## src/rtl/shift_seq.sv

```systemverilog
// -----------------------------------------------------------------------------
// shift_seq -- multi-cycle shift/rotate sequencer
//
// Accepts an operand, a 3-bit shift opcode and a shift amount, then applies
// one single-bit step of the operation per clock until the amount is consumed.
// This lets the datapath perform multi-bit shifts without a barrel shifter.
// The opcode encoding matches the datapath's single-step shifter.
//
// Opcodes: 000 pass, 001 SHL (zero fill), 010 SHR (zero fill), 011 clear,
//          100 pass (or ASR, see below), 101 ROL, 110 ROR, 111 pass.
//
// Build option:
//   SHIFT_SEQ_ASR_EN  when defined, op 100 is an iterative arithmetic shift
//                     right (MSB replicated); when undefined it is a pass.
//
// Ports:
//   clk    in   rising-edge clock
//   rst_n  in   asynchronous active-low reset
//   start  in   request, sampled only while idle
//   op     in   3-bit opcode, sampled with start
//   amt    in   AW-bit shift amount, sampled with start
//   F      in   N-bit operand, sampled with start
//   S      out  result register; valid from done onwards, held until next start
//   busy   out  high while a request is in progress (RUN and DONE)
//   done   out  one-cycle pulse, S valid
// -----------------------------------------------------------------------------
module shift_seq #(
  parameter int N  = 8,
  parameter int AW = 4
) (
  input  logic          clk,
  input  logic          rst_n,
  input  logic          start,
  input  logic [2:0]    op,
  input  logic [AW-1:0] amt,
  input  logic [N-1:0]  F,
  output logic [N-1:0]  S,
  output logic          busy,
  output logic          done
);

  typedef enum logic [1:0] {
    ST_IDLE = 2'd0,
    ST_RUN  = 2'd1,
    ST_DONE = 2'd2
  } state_t;

  state_t        r_state;
  logic [2:0]    r_op;
  logic [AW-1:0] r_cnt;
  logic [N-1:0]  r_s;
  logic          r_busy;
  logic          r_done;

  // Opcodes that take one clock per bit of shift amount.
  function automatic logic f_iterative(input logic [2:0] o);
    logic it;
    case (o)
      3'b001, 3'b010, 3'b101, 3'b110: it = 1'b1;
`ifdef SHIFT_SEQ_ASR_EN
      3'b100:                         it = 1'b1;
`endif
      default:                        it = 1'b0;
    endcase
    return it;
  endfunction

  // One single-bit step of the latched operation.
  function automatic logic [N-1:0] f_step(input logic [2:0] o, input logic [N-1:0] s);
    logic [N-1:0] nxt;
    case (o)
      3'b001:  nxt = {s[N-2:0], 1'b0};
      3'b010:  nxt = {1'b0, s[N-1:1]};
      3'b101:  nxt = {s[N-2:0], s[N-1]};
      3'b110:  nxt = {s[0], s[N-1:1]};
`ifdef SHIFT_SEQ_ASR_EN
      3'b100:  nxt = {s[N-1], s[N-1:1]};
`endif
      default: nxt = s;
    endcase
    return nxt;
  endfunction

  always_ff @(posedge clk or negedge rst_n) begin
    if (!rst_n) begin
      r_state <= ST_IDLE;
      r_op    <= 3'b000;
      r_cnt   <= '0;
      r_s     <= '0;
      r_busy  <= 1'b0;
      r_done  <= 1'b0;
    end else begin
      case (r_state)
        ST_IDLE: begin
          r_done <= 1'b0;
          if (start) begin
            r_op   <= op;
            r_busy <= 1'b1;
            if (f_iterative(op) && (amt != '0)) begin
              r_s     <= F;
              r_cnt   <= amt;
              r_state <= ST_RUN;
            end else begin
              // Immediate result: clear for 011, operand for everything else
              // (including an iterative op with zero amount).
              r_s     <= (op == 3'b011) ? '0 : F;
              r_cnt   <= '0;
              r_done  <= 1'b1;
              r_state <= ST_DONE;
            end
          end
        end

        ST_RUN: begin
          // Amounts >= N are not short-cut: each step is taken, so shifts
          // flush to zero and rotates wrap modulo N naturally.
          r_s   <= f_step(r_op, r_s);
          r_cnt <= r_cnt - AW'(1);
          if (r_cnt == AW'(1)) begin
            r_done  <= 1'b1;
            r_state <= ST_DONE;
          end
        end

        ST_DONE: begin
          // start is deliberately ignored here; first accept is next IDLE.
          r_done  <= 1'b0;
          r_busy  <= 1'b0;
          r_state <= ST_IDLE;
        end

        default: begin
          r_done  <= 1'b0;
          r_busy  <= 1'b0;
          r_state <= ST_IDLE;
        end
      endcase
    end
  end

  assign S    = r_s;
  assign busy = r_busy;
  assign done = r_done;

endmodule

```

## config.mk

```make
export PLATFORM = sky130hd
export DESIGN_NAME = shift_seq
export DESIGN_NICKNAME = d
export VERILOG_FILES = /design/src/rtl/shift_seq.sv
export SDC_FILE = /design/constraint.sdc
export NUM_CORES = 1
export LEC_CHECK = 0
export CAP_MARGIN = 20
export CORE_UTILIZATION = 51
export DETAILED_ROUTE_END_ITERATION = 8
export PLACE_DENSITY = 0.82
export SYNTH_ARGS = -nofsm -noshare
export SYNTH_HDL_FRONTEND = slang
export SYNTH_SLANG_ARGS = --single-unit
```

## constraint.sdc

```tcl
create_clock -name clk -period 2.8 [get_ports clk]
set_clock_uncertainty 0.15 [all_clocks]
set_input_delay 0.56 -clock clk [delete_from_list [all_inputs] [get_ports clk]]
set_output_delay 0.56 -clock clk [all_outputs]
set_load 0.02 [all_outputs]
```

Word-level counts from Yosys, hierarchy flattened
Cells that the tools add are included.
Widths: inputs -> output; s select.
{ "classes": {"add_sub_neg": 1, "eq_ne": 14, "n_mux": 21, "bitwise": 1, "reduce_logical": 10} }
{ "ops": {"columns": ["operator", "n"], "rows": [
  ["$pmux 8 s4", 1],
  ["$mux 8", 3],
  ["$pmux 8 s2", 1],
  ["$eq 3x3->1 const B", 4],
  ["$eq 3x2->1 const B", 3],
  ["$mux 4", 2],
  ["$pmux 4 s2", 1],
  ["$reduce_and 2->1", 4],
  ["$mux 1", 7],
  ["$eq 3x1->1 const B", 2],
  ["$mux 2", 3],
  ["$ne 5x1->1 const B", 1],
  ["$eq 4x1->1 const B", 1],
  ["$ne 2x2->1 const B", 2],
  ["$pmux 1 s2", 2],
  ["$pmux 2 s2", 1],
  ["$reduce_bool 4->1", 1],
  ["$reduce_or 4->1", 1],
  ["$sub 4x1->4 const B", 1],
  ["$reduce_and 3->1", 1],
  ["$eq 2x1->1 const B", 1],
  ["$logic_not 2->1", 1],
  ["$reduce_bool 2->1", 1],
  ["$logic_and 1x1->1", 1],
  ["$not 1->1", 1]
]} }
{ "totals": {"ff_bits": 19, "in_bits": 18, "output_inout_bits": 10, "wordCells": 53} }

Logic depth before layout (Yosys ltp)
{ "depth": {"depth_word": 9, "mapped_depth": 5, "mapped_depth_nobuf": 5} }

Least setup slack after synthesis
OpenSTA, ideal clock, no wires.
{ "synth_timing": {"path_type": "input to register", "startpoint": "input port start", "endpoint": "register r_s[1], in the netlist S[1]", "setup_time_ns": 0.091, "t_arrival_ns": 1.548, "t_required_ns": 2.559, "path_slack_ns": 1.012, "path_stages": 4, "path_buffers": 1, "cell_sequence": "or3b_1 buf_6 a311o_4 o221ai_1"} }
{ "synth_between": {"elab_chain_len": 2} }
{ "synth_rtl": {"columns": ["element", "line_no", "text"], "rows": [
  ["start: declaration", "33", "input logic start,"],
  ["$ne 2x2->1 (no source line)", null, null],
  ["$reduce_and 3->1 (no source line)", null, null],
  ["end signal: assignment", "106", "r_s <= (op == 3'b011) ? '0 : F;"],
  ["end signal: assignment", "117", "r_s <= f_step(r_op, r_s);"],
  ["end: declaration", "51", "logic [N-1:0] r_s;"]
]} }
No other way between the ends.
A chain may end at the register's enable or synchronous reset.

Final worst setup path
{ "layout_timing": {"startpoint": "register r_s[3], in the netlist S[3]", "endpoint": "output port S[3]"} }
{ "layout_rtl": {"columns": ["element", "line_no", "text"], "rows": [
  ["end: declaration", "37", "output logic [N-1:0] S,"]
]} }
No word-level cell between the ends.

==> reports/summary.txt <==
IO buf count: 27
Setup TNS: 0 ns
Synth Register Bits: 19
Number of fill cells: 169
Synth Cell Area: 0.00107 mm2
Post-route cell area: 0.00141 mm2
Drt initial violations: 35
Largest net degree at the start of global routing: 20
TritonCTS Buffers: 3
Core area: 0.00196 mm2
Slew Limit Fails: 0
Gpl congestion: 0.826
WS Path Type: reg2out
Antenna violations before repair: 0
Period utilisation layout: 73.4%
Top cell type by total area after synthesis: dfrtp_1
Initial Utilization: 54.5%
Seq/Total Area, Yosys: 44.4%
Drt via density: 5.90
Post-Syn Nets: 129
Synth top area cells: dfrtp_1, o221ai_1, o211ai_1, mux2i_1, inv_1
Largest delay share family, worst path: buffers and inverters
Nets: 161
Ant. Diodes: 0
DR vias: 979
DP Worst Slack: 0.460 ns
P_leak: 0.631 nW
Wire per inst: 16.0 um
Worst Max-Slew Pin Slew: 0.609 ns
Clock tree from TritonCTS: built
Final setup vio count: 0
EDFF count, synth: 0
First-pass GRT wire length: 3.78 mm
Syn Inst Count: 108
NetSw: 0.655 mW
Peak supply drop: 0.739 mV
Hold Vio Cnt, Final: 0
Non-Filler Instances: 166
H-tree depth: 1
Post-synthesis mux area share: 5.61%
Worst setup SP type: register
Power Total: 1.51 mW
Root Driver: clkbuf_4
DR DRC count: 0
Hold Path Class: reg2reg
Avg Cell Area, Syn: 9.91 um2
Clock share of power: 9.3%
Pwr per Cell Area: 1070 mW/mm2
FP Rows: 16
Ys flop type: dfrtp_1
Final setup margin: 0.743 ns
Synth unique cells: 32
CP max stage delay: 0.63 ns
Setup bufs post-CTS: 0
Net Sw Frac: 43.5%
CTS clk-pin slew, worst paths: 0.11 ns
Worst-skew pair later-pin latency: 0.30 ns
Warning count from the yosys run: 0
RSZ-0062 raised after global routing: no
Placed Instances: 162
Reg power frac: 36.6%
Post-synthesis async set-or-reset flop share: 100%
Crit-path cells: clkdlybuf4s50_1
Total die area: 0.00228 mm2
Synth Area in Simple Gates: 15.9%
Fmax: 486 MHz
Dpl cell area: 0.00138 mm2
Combinational share of power: 54.1%
P&R area growth vs syn: 31.6%
CTS Buffer Depth: 2
Max FO, Critical Path: 4
CP endpoint kind: output pin
WP data arrival: 1.35 ns
Vias in the first global route: 850
GRT Util Overall: 24.2%
Power Internal: 0.851 mW
Post-CTS Hold Buffers: 0
Min cycle time layout: 2.06 ns
DP HPWL: 1.97 mm
CP required: 2.09 ns
Adder-cell share of the synthesized area: 3.51%
Relative slew slack: 58.8%
XOR/XNOR Fraction of Synth Area: 0.819%
Die height: 47.8 um
Compound-cell area share of the yosys netlist: 23.0%
Total gr overflow: 0
Pre-antenna DRT Iters: 5
Post-Route WL: 2.66 mm
Slowest CP cell: clkdlybuf4s50_1
Synth top area share: 44.4%
Layout cells sized above 1: 5.76%
Max Cap Viol: 0
Combinational family with the most area after synthesis: compound AO/OA/AOI/OAI gates
Outcome: completed
Die X: 47.8 um
Post-CTS sizing: 0
WP buf/inv: 1
Total clock sinks: 19
Io pins: 28
ANT nets after route: 0
## cell families after synthesis
kind of cell | after synthesis
compound gates | 32
fa+ha+maj | 3
xor+xnor | 1
buf+inv | 17
mux | 6
flops | 19
simple gates | 30
## cell usage after synthesis, types with 2 or more instances
cell,count
nand2b_1,2
a31oi_1,2
clkbuf_1,3
nand3_1,4
mux2i_1,6
ha_1,3
dfrtp_1,19
nand2_1,10
inv_1,13
o221ai_1,8
o21ai_0,3
nor3b_1,3
a21oi_1,3
o211ai_1,9
nand3b_1,2
a211oi_1,2
## state kept, by name, summed over array words and instances, names as in the netlist
name / flops
S: 8
done: 1
r_op: 3
busy: 1
r_state: 2
r_cnt: 4
## per-stage QoR
step / hold slack [ns] / util (%)
finish: 0.377 / 71.7
global route: 0.406 / 71.7
CTS: 0.371 / 71.7
detailed placement: 0.345 / 70.4
global placement: 0.347 / 70.4
floorplan: 0.114 / -
## final cells by class
cell class | count | area (um2) | share of cell area, %
tap | 27 | 33.8 | 2.40
timing repair buffer | 31 | 300 | 21.3
inverter | 13 | 48.8 | 3.47
sequential | 19 | 475 | 33.8
multi-input combinational | 72 | 523 | 37.2
clock buffer | 4 | 26.3 | 1.87
## tightest hold or removal path, stage by stage, from the launching register on
cell and delay (ns):
dfrtp_1 0.39, nand2_1 0.05, o21ai_0 0.06
## path summary, 6_finish.rpt
path | start | endpoint | slack, ns | depth (start not counted)
min in group asynchronous | rst_n | S[6] | 0.43 | 2
max | S[3] | S[3] | 0.74 | 1
max in group asynchronous | rst_n | done | 1.86 | 2
min reg2reg | r_op[2] | r_op[2] | 0.38 | 2
min | r_op[2] | r_op[2] | 0.38 | 2
max reg2reg | r_state[0] | S[4] | 1.07 | 3
## routing by layer
layer  up-vias  track usage [%]  share of wire, %  wire [um]
li1        466                -                 -          -
met1       468             30.0                42       1110
met2        43             41.9                51       1370
met3         2             3.77               6.5        174
met4         0             9.44              0.49         13
met5         -                0                 0          0
## cell usage in the layout, fill, tap and decap left out, types with 3 or more instances in the layout
cell / n
a21oi_1: 3
buf_4: 4
clkbuf_4: 3
clkdlybuf4s50_1: 27
dfrtp_1: 19
ha_1: 3
inv_1: 13
mux2i_1: 6
nand2_1: 10
nand3_1: 4
nor3b_1: 3
o211ai_1: 9
o21ai_0: 3
o221ai_1: 8
## power by group through the flow
stage / clock (mW) / sequential [mW] / combinational (mW)
6_report: 0.140 / 0.551 / 0.815
5_1_grt: 0.154 / 0.563 / 0.888
4_1_cts: 0.146 / 0.546 / 0.815
3_5_place_dp: 0 / 0.553 / 0.813
3_3_place_gp: 0 / 0.543 / 0.781
2_1_floorplan: 0 / 0.600 / 0.446
Power figures use the tool's default switching activity.
